## config.mk

```make
export PLATFORM = sky130hd
export DESIGN_NAME = mi_burst_word_bridge
export DESIGN_NICKNAME = d
export VERILOG_FILES = /design/src/rtl/mi_burst_word_bridge_pkg.sv /design/src/rtl/mi_burst_beat_ctr.sv /design/src/rtl/mi_burst_word_bridge.sv
export SDC_FILE = /design/constraint.sdc
export NUM_CORES = 1
export LEC_CHECK = 0
export ABC_CLOCK_PERIOD_IN_PS = 5400
export CORE_MARGIN = 3
export CORE_UTILIZATION = 38
export CTS_BUF_LIST = sky130_fd_sc_hd__clkbuf_4
export DETAILED_ROUTE_END_ITERATION = 10
export GPL_TIMING_DRIVEN = 0
export PLACE_DENSITY = 0.94
export SYNTH_ARGS = -nofsm -noshare
export SYNTH_HDL_FRONTEND = slang
export SYNTH_HIERARCHICAL = 1
export SYNTH_SLANG_ARGS = --single-unit
```

## constraint.sdc

```tcl
create_clock -name clk -period 5.4 [get_ports clk]
set_input_delay 0.54 -clock clk [delete_from_list [all_inputs] [get_ports clk]]
set_output_delay 0.54 -clock clk [all_outputs]
set_load 0.005 [all_outputs]
```

## src/rtl/mi_burst_word_bridge_pkg.sv

```systemverilog
// Shared definitions for the mi_* burst to single-word bridge.
// Holds the FSM state encoding and the PAUSE down-counter width.
// Imported by the top; the beat counter is parameter-only and needs nothing from here.
package mi_burst_word_bridge_pkg;

  // FSM encoding: IDLE=0, XFER=1, PAUSE=2
  typedef enum logic [1:0] {
    ST_IDLE  = 2'd0,
    ST_XFER  = 2'd1,
    ST_PAUSE = 2'd2
  } state_t;

  // PAUSE counter holds PAUSE_CYCLES-1, and PAUSE_CYCLES is at most 15
  localparam int PAUSE_CW = 4;

  // Reload value for the PAUSE counter: the state lasts `cycles` clocks
  function automatic logic [PAUSE_CW-1:0] pause_load(input int cycles);
    return PAUSE_CW'(cycles - 1);
  endfunction

endpackage

```

## src/rtl/mi_burst_beat_ctr.sv

```systemverilog
// Burst address and remaining-beat counter for the mi_* bridge.
// Latency: load/step take effect on the next clk edge; last is combinational from the count.
// Backpressure: none of its own; the FSM only steps it on an accepted beat.
// Optional: MI_BRIDGE_WRAP_EN adds ld_wrap, which confines increments to the low WRAP_LOG2 bits.
module mi_burst_beat_ctr #(
  parameter int AW        = 20,
  parameter int LW        = 7,
  parameter int WRAP_LOG2 = 3
) (
  input  logic          clk,
  input  logic          rst,
  input  logic          load,
  input  logic          step,
  input  logic [AW-1:0] ld_addr,
  input  logic [LW-1:0] ld_len,
`ifdef MI_BRIDGE_WRAP_EN
  input  logic          ld_wrap,
`endif
  output logic [AW-1:0] addr,
  output logic          last
);

  // Bits of the address that move during a wrap burst
  localparam logic [AW-1:0] WRAP_MASK = AW'((64'd1 << WRAP_LOG2) - 64'd1);

  logic [AW-1:0] addr_q, addr_d;
  logic [LW-1:0] cnt_q, cnt_d;
  logic [AW-1:0] addr_inc;
  logic [AW-1:0] addr_next;
  logic          wrap_en;

`ifdef MI_BRIDGE_WRAP_EN
  logic wrap_q, wrap_d;

  // Wrap mode is captured with the command and held for the whole burst
  always_comb begin
    wrap_d = wrap_q;
    if (load) begin
      wrap_d = ld_wrap;
    end
  end

  // Wrap-mode register
  always_ff @(posedge clk or posedge rst) begin
    if (rst) begin
      wrap_q <= 1'b0;
    end else begin
      wrap_q <= wrap_d;
    end
  end

  assign wrap_en = wrap_q;
`else
  // Without the wrap option every burst is linear
  assign wrap_en = 1'b0;
`endif

  // Next beat address: linear (rolls over at 2^AW) or wrapped inside the aligned block
  always_comb begin
    addr_inc  = addr_q + AW'(1);
    addr_next = addr_inc;
    if (wrap_en) begin
      addr_next = (addr_q & ~WRAP_MASK) | (addr_inc & WRAP_MASK);
    end
  end

  // Load a new command or advance by one beat; load has priority
  always_comb begin
    addr_d = addr_q;
    cnt_d  = cnt_q;
    if (load) begin
      addr_d = ld_addr;
      cnt_d  = ld_len;
    end else if (step) begin
      addr_d = addr_next;
      cnt_d  = cnt_q - LW'(1);
    end
  end

  // Address and count registers
  always_ff @(posedge clk or posedge rst) begin
    if (rst) begin
      addr_q <= '0;
      cnt_q  <= '0;
    end else begin
      addr_q <= addr_d;
      cnt_q  <= cnt_d;
    end
  end

  assign addr = addr_q;
  assign last = (cnt_q == '0);

endmodule

```

## src/rtl/mi_burst_word_bridge.sv

```systemverilog
// Splits mi_* burst commands (addr, len, rw) into single-word mem_* valid/ready requests.
// Latency: accept -> first mem_valid 1 cycle; beats back-to-back; last strobe -> mi_ready PAUSE_CYCLES+1.
// Backpressure: mem_valid/addr/we held until mem_ready; mi_ready low outside IDLE (MI_BRIDGE_WRAP_EN adds mi_wrap).
module mi_burst_word_bridge
  import mi_burst_word_bridge_pkg::*;
#(
  parameter int AW           = 20,
  parameter int DW           = 32,
  parameter int LW           = 7,
  parameter int PAUSE_CYCLES = 1,
  parameter int WRAP_LOG2    = 3
) (
  input  logic          clk,
  input  logic          rst,
  input  logic [AW-1:0] mi_addr,
  input  logic [LW-1:0] mi_len,
  input  logic          mi_rw,
  input  logic          mi_valid,
  output logic          mi_ready,
`ifdef MI_BRIDGE_WRAP_EN
  input  logic          mi_wrap,
`endif
  input  logic [DW-1:0] mi_wdata,
  output logic          mi_wack,
  output logic          mi_wlast,
  output logic [DW-1:0] mi_rdata,
  output logic          mi_rstb,
  output logic          mi_rlast,
  output logic [AW-1:0] mem_addr,
  output logic [DW-1:0] mem_wdata,
  output logic          mem_we,
  output logic          mem_valid,
  input  logic          mem_ready,
  input  logic [DW-1:0] mem_rdata
);

  state_t                state_q, state_d;
  logic [PAUSE_CW-1:0]   pause_q, pause_d;
  logic                  cmd_we_q, cmd_we_d;

  logic                  ctr_load;
  logic                  ctr_step;
  logic                  ctr_last;
  logic [AW-1:0]         cmd_addr;
  logic                  in_xfer;

  mi_burst_beat_ctr #(
    .AW        (AW),
    .LW        (LW),
    .WRAP_LOG2 (WRAP_LOG2)
  ) u_beat_ctr (
    .clk     (clk),
    .rst     (rst),
    .load    (ctr_load),
    .step    (ctr_step),
    .ld_addr (mi_addr),
    .ld_len  (mi_len),
`ifdef MI_BRIDGE_WRAP_EN
    .ld_wrap (mi_wrap),
`endif
    .addr    (cmd_addr),
    .last    (ctr_last)
  );

  // State, pause counter and direction registers; reset drops mem_valid at once
  always_ff @(posedge clk or posedge rst) begin
    if (rst) begin
      state_q  <= ST_IDLE;
      pause_q  <= '0;
      cmd_we_q <= 1'b0;
    end else begin
      state_q  <= state_d;
      pause_q  <= pause_d;
      cmd_we_q <= cmd_we_d;
    end
  end

  // Next-state logic plus counter load/step decisions
  always_comb begin
    state_d  = state_q;
    pause_d  = pause_q;
    cmd_we_d = cmd_we_q;
    ctr_load = 1'b0;
    ctr_step = 1'b0;
    case (state_q)
      ST_IDLE: begin
        if (mi_valid) begin
          state_d  = ST_XFER;
          cmd_we_d = ~mi_rw;
          ctr_load = 1'b1;
        end
      end
      ST_XFER: begin
        // The request only moves on a completed beat
        if (mem_ready) begin
          if (ctr_last) begin
            state_d = ST_PAUSE;
            pause_d = pause_load(PAUSE_CYCLES);
          end else begin
            ctr_step = 1'b1;
          end
        end
      end
      ST_PAUSE: begin
        // mi_valid is ignored here; mi_ready is low
        if (pause_q == '0) begin
          state_d = ST_IDLE;
        end else begin
          pause_d = pause_q - PAUSE_CW'(1);
        end
      end
      default: begin
        state_d = ST_IDLE;
      end
    endcase
  end

  // Outputs: backend request from state, master strobes straight from mem_ready
  always_comb begin
    in_xfer   = (state_q == ST_XFER);
    mi_ready  = (state_q == ST_IDLE);
    mem_valid = in_xfer;
    mem_we    = in_xfer & cmd_we_q;
    mem_addr  = cmd_addr;
    mem_wdata = mi_wdata;
    mi_rstb   = in_xfer & mem_ready & ~cmd_we_q;
    mi_wack   = in_xfer & mem_ready & cmd_we_q;
    mi_rlast  = mi_rstb & ctr_last;
    mi_wlast  = mi_wack & ctr_last;
    mi_rdata  = mi_rstb ? mem_rdata : '0;
  end

endmodule

```

==> impl_metrics.json, run 1 <==
{
  "start_kind": "register",
  "design.core.area_mm2": 0.00610,
  "irDropWorstVdd_uv": 228,
  "synth_ff_type": "dfrtp_1",
  "ctsHoldBuffers": 0,
  "met3_usage": 0.0523,
  "relSlewSlack": 0.284,
  "drive_gt1_frac": 0.124,
  "final-hold-violation-count": 0,
  "io_pins": 187,
  "avgSynthCellArea_um2": 8.54,
  "grt_max_degree": 28,
  "syn-num-nets": 388,
  "worstMarginPinSlew_ps": 1070,
  "use_met1": 0.256,
  "rows": 28,
  "dp_hpwl_mm": 6.53,
  "synth_top_area_share": 0.346,
  "synth_edf_count": 0,
  "grt_pass1_wl_mm": 12.6,
  "postCtsResizedCells": 0,
  "nets": 549,
  "power_frac_comb": 0.536,
  "ys_top_cells_by_area": "dfrtp_1, buf_4, and2_1",
  "grt_pass1_vias": 2579,
  "p_leak_nw": 1.68,
  "wire_per_inst_um": 15.4,
  "period_needed_ps": 3240,
  "ant_nets": 0,
  "antenna_found_initial": 0,
  "via_per_inst": 4.90,
  "intPower_mw": 0.874,
  "final_cell_count_no_fill": 525,
  "cts_max_path_buffers": 2,
  "drcViolationCount": 0,
  "met2_usage": 0.380,
  "syn2layout_area_growth_pct": 68.7,
  "syn_area_mm2": 0.00246,
  "path_max_fanout": 6,
  "finalClockSkew_ps": 13.8,
  "cts.sinks": 34,
  "cts.root.buffer_cell": "clkbuf_4",
  "async_flop_share": 1.00,
  "cts_setup_buffers": 0,
  "drt-pass1-iter-count": 4,
  "synth_common_cells": "and2_1, buf_4, nand2_1",
  "p_switching_mw": 0.534,
  "ys_types": 44,
  "clk_pin_slew_ps": 120,
  "yosysWarnings": 6,
  "nFillCells": 485,
  "numPlacedInstances": 517,
  "cp.arrival_ps": 2700,
  "period_share": 0.600,
  "cts_inserted_buffers": 5,
  "pwr-share-seq": 0.363,
  "fin_hold_ws_ps": 441,
  "total_power_mw": 1.41,
  "routed_wl_mm": 8.07,
  "synth_cells": 288,
  "cts_htree_levels": 2,
  "cts_tree": "yes",
  "track_usage": 0.212,
  "powerDensity_mw_per_mm2": 340,
  "drt-initial-drc-count": 148,
  "rsz0062_at_grt": "no",
  "portBuffers": 154,
  "synth-seq-area-share": 0.346,
  "dieArea_mm2": 0.00747,
  "criticalPathCategory": "reg2out",
  "finalSetupTns_ps": 0,
  "status": "completed",
  "gp_congestion": 0.842,
  "vias": 2575,
  "fmax_ghz": 0.309,
  "busiest_layer": "met2",
  "switching_share": 0.379,
  "endpoint_kind": "output pin",
  "n_antenna_cell": 0,
  "overflow": 0,
  "critPathRequiredTime_ps": 4860,
  "r2r_slack_ps": 2560,
  "netlist.top_cell.by_area": "dfrtp_1",
  "fp.dieW_um": 86.4,
  "slew_viol_final": 0,
  "max-cap-violations": 0,
  "start_util": 0.403,
  "finalSetupViolCount": 0,
  "clkPwrFrac": 0.101,
  "hold_class": "in2async",
  "die_height_um": 86.4,
  "clkLatencyLatePin_ps": 350,
  "synth_seq_cells": 34
}
-- critical path, stage by stage (launching register included) --
cell and delay, ps:
dfrtp_1 450, or4_1 560, nor3b_1 610, and2_1 220
clkdlybuf4s50_1 510
-- sequential cells by signal, summed over array words and instances (netlist names) --
register,flops
pause_q,4
u_beat_ctr/addr,20
state_q,2
u_beat_ctr/cnt_q,7
cmd_we_q,1
-- final cells by class --
class	instances	area, um^2	area share
timing repair buffer	154	1540	0.372
buffer	46	343	0.0827
multi-input combinational	198	1230	0.296
clock buffer	5	37.5	0.00905
inverter	10	37.5	0.00905
tap	75	93.8	0.0226
sequential	34	851	0.205
clock inverter	3	16.3	0.00392
-- cell families (layout without fill, tap and decap cells) --
family / after synthesis / count (layout) / share of synthesized area
multiplexers: 4 / 4 / 0.0163
adder cells (fa/ha/maj): 4 / 4 / 0.0204
flip-flops: 34 / 34 / 0.346
AND/OR/NAND/NOR: 131 / 131 / 0.302
XOR/XNOR: 19 / 19 / 0.0677
buffers and inverters: 56 / 218 / 0.155
AO/OA/AOI/OAI: 40 / 40 / 0.0931
-- placed cells by master (no fill, tap or decap), types with 3 or more instances in the layout --
cell / n
clkdlybuf4s50_1: 154
buf_4: 35
nand2_1: 35
and2_1: 35
dfrtp_1: 34
o21ai_0: 25
nand4_1: 14
nor2_1: 12
xor2_1: 11
inv_1: 9
xnor2_1: 8
nand3_1: 7
buf_6: 5
a31oi_1: 5
clkbuf_4: 5
clkbuf_1: 5
mux2i_1: 4
ha_1: 4
nand2b_1: 3
nor4_1: 3
and4_1: 3
-- stage by stage --
step / utilization / worst slack [ps] / area, um^2
2_1_floorplan: - / 3070 / 2460
3_3_place_gp: 0.672 / 2570 / 4090
3_5_place_dp: 0.672 / 2570 / 4090
4_1_cts: 0.680 / 2150 / 4150
5_1_grt: 0.680 / 2020 / 4150
6_report: 0.680 / 2160 / 4150
-- metal layers --
layer / up-vias / share of wire
met4: 0 / 0.011
li1: 1264 / -
met2: 134 / 0.51
met3: 8 / 0.089
met5: - / 0
met1: 1169 / 0.39
-- power by group through the flow --
stage / combinational, mW / clock, mW / sequential, mW
floorplan: 0.366 / 0 / 0.488
global placement: 0.734 / 0 / 0.503
CTS: 0.761 / 0.147 / 0.508
detailed placement: 0.757 / 0 / 0.512
global route: 0.829 / 0.157 / 0.531
finish: 0.755 / 0.143 / 0.511
-- worst paths after layout --
check | start | to | depth (start not counted)
min in group clk | pause_q[0] | pause_q[0] | 1
max reg2reg | u_beat_ctr/cnt_q[2] | u_beat_ctr/addr[13] | 8
max in group asynchronous | rst | u_beat_ctr/cnt_q[0] | 2
min | rst | pause_q[3] | 2
min reg2reg | pause_q[0] | pause_q[0] | 1
max | u_beat_ctr/cnt_q[2] | mi_rlast | 4
Power figures use the tool's default switching activity.
==> run 2: changes to the inputs <==
- ABC_CLOCK_PERIOD_IN_PS: 5400 -> 2670
- CORE_UTILIZATION: 38 -> 32
- PLACE_DENSITY: 0.94 -> 0.85
- clock period: 5.4 -> 2.67 ns (I/O delays scaled with it)
==> run 2 against run 1 <==
Compared with the run above:
- clock-buffer cell count grew 1
- highest routed layer unchanged
- largest power group unchanged
- via count up 1.7%
- combinational power increased by 110%
- final cell count is 5.0% higher
- critical path type unchanged
==> impl_metrics.json, run 2 (synthesis results as in run 1) <==
{
  "status": "completed",
  "grt_max_degree": 28,
  "postLayoutCellArea_mm2": 0.00421,
  "gp_congestion": 0.846,
  "period_needed_ps": 2560,
  "cts_htree_levels": 2,
  "syn2layout_area_growth_pct": 71.2,
  "ctsHoldBuffers": 0,
  "cts.root.buffer_cell": "clkbuf_4",
  "cts_max_path_buffers": 2,
  "start_util": 0.334,
  "dieArea_mm2": 0.00877,
  "irDropWorstVdd_uv": 467,
  "fp.dieW_um": 93.7,
  "cts_tree": "yes",
  "nets": 551,
  "numPlacedInstances": 541,
  "nFillCells": 665,
  "drive_gt1_frac": 0.135,
  "design.core.area_mm2": 0.00737,
  "die_height_um": 93.7,
  "cts.sinks": 34,
  "grt_pass1_wl_mm": 12.7,
  "rsz0062_at_grt": "no",
  "cpMaxStageDelayCell": "or4_4",
  "wire_per_inst_um": 14.9,
  "drt-initial-drc-count": 210,
  "max-cap-violations": 0,
  "grt_pass1_vias": 2567,
  "endpoint_kind": "output pin",
  "overflow": 0,
  "drcViolationCount": 0,
  "final_util": 0.571,
  "clk_pin_slew_ps": 110,
  "dp_hpwl_mm": 6.67,
  "fmax_ghz": 0.391,
  "via_per_inst": 4.75,
  "path_max_fanout": 5,
  "cp.arrival_ps": 2290,
  "critPathRequiredTime_ps": 2400,
  "most-common-layout-cells": "clkdlybuf4s50_1, buf_4, nand2_1, and2_1, dfrtp_1",
  "worstMarginPinSlew_ps": 1100,
  "powerDensity_mw_per_mm2": 682,
  "finalSetupTns_ps": 0,
  "slew_viol_final": 0,
  "layout_commonest_cell": "clkdlybuf4s50_1",
  "final_cell_count_no_fill": 551,
  "finalClockSkew_ps": 8.05,
  "seq_area_um2": 852,
  "n_antenna_cell": 0,
  "period_share": 0.958,
  "antenna_found_initial": 0,
  "crit_chain": "or4_4 > nor3b_4 > and2_1 > clkdlybuf4s50_1",
  "multi_input_area_mm2": 0.00124,
  "vias": 2619,
  "largest_reg_flops": 20,
  "portBuffers": 154,
  "track_usage": 0.182,
  "slowest_delay_ps": 560,
  "relSlewSlack": 0.264,
  "total_power_mw": 2.87,
  "routed_wl_mm": 8.19,
  "cts_inserted_buffers": 5,
  "clkLatencyLatePin_ps": 330,
  "rows": 31,
  "dpl_cell_area_mm2": 0.00412,
  "p_leak_nw": 1.70,
  "hold_class": "in2async",
  "io_pins": 187,
  "finalSetupViolCount": 0,
  "ant_nets": 0,
  "drt-pass1-iter-count": 4,
  "start_kind": "register",
  "criticalPathCategory": "reg2out",
  "final-hold-violation-count": 0
}
## run 2: changes by cell type in the layout (fill, tap and decap cells not counted), sizes merged
cell	change
buf	+2
clkbuf	+1
clkinvlp	-1
## run 2: layout make-up
class	instances	area share
buffer	46	0.0815
clock buffer	6	0.0107
tap	99	0.0294
clock inverter	2	0.00208
inverter	10	0.00892
sequential	34	0.202
multi-input combinational	198	0.295
timing repair buffer	156	0.370
## run 2: routing by layer
| layer | routed length (um) | global-route usage |
|---|---|---|
| met4 | 15 | 0.0253 |
| met1 | 3030 | 0.207 |
| met5 | 0 | 0 |
| met3 | 704 | 0.0497 |
| met2 | 4430 | 0.344 |
## run 2: critical path, delay by kind of cell (launching register included)
family                 cells  cell delay [ps]
buffers and inverters      1              510
and+or+nand+nor            3              990
DFF                        1              460
## run 2: path summary, 6_finish.rpt
kind | startpoint | end | slack [ps] | cells past startpoint
max in group asynchronous | rst | u_beat_ctr/cnt_q[2] | 1400 | 2
worst max-delay path | u_beat_ctr/cnt_q[2] | mi_rlast | 110 | 4
worst min register to register | pause_q[0] | pause_q[0] | 510 | 1
worst min-delay path | rst | pause_q[2] | 170 | 2
worst max register to register | u_beat_ctr/cnt_q[0] | u_beat_ctr/addr[19] | 150 | 10
min in group clk | mi_rw | cmd_we_q | 480 | 2
## run 2: timing repair
item / 4_1_cts / 5_1_grt
setup endpoints to repair: 20 / 2
pin swaps: 1 / 1
gates resized for setup: 2 / 2
setup buffers: 2 / 0
## run 2: power breakdown
part           total (mW)  switching (mW)  internal, mW
Clock               0.289           0.180         0.109
Sequential           1.04           0.285         0.751
Combinational        1.55           0.611         0.937
## run 2: per-stage QoR
step / hold slack (ps) / worst slack (ps)
floorplan: 70.4 / 338
finish: 173 / 112
global placement: 492 / -118
detailed placement: 500 / -143
global route: 188 / 7.07
CTS: 176 / 18.9
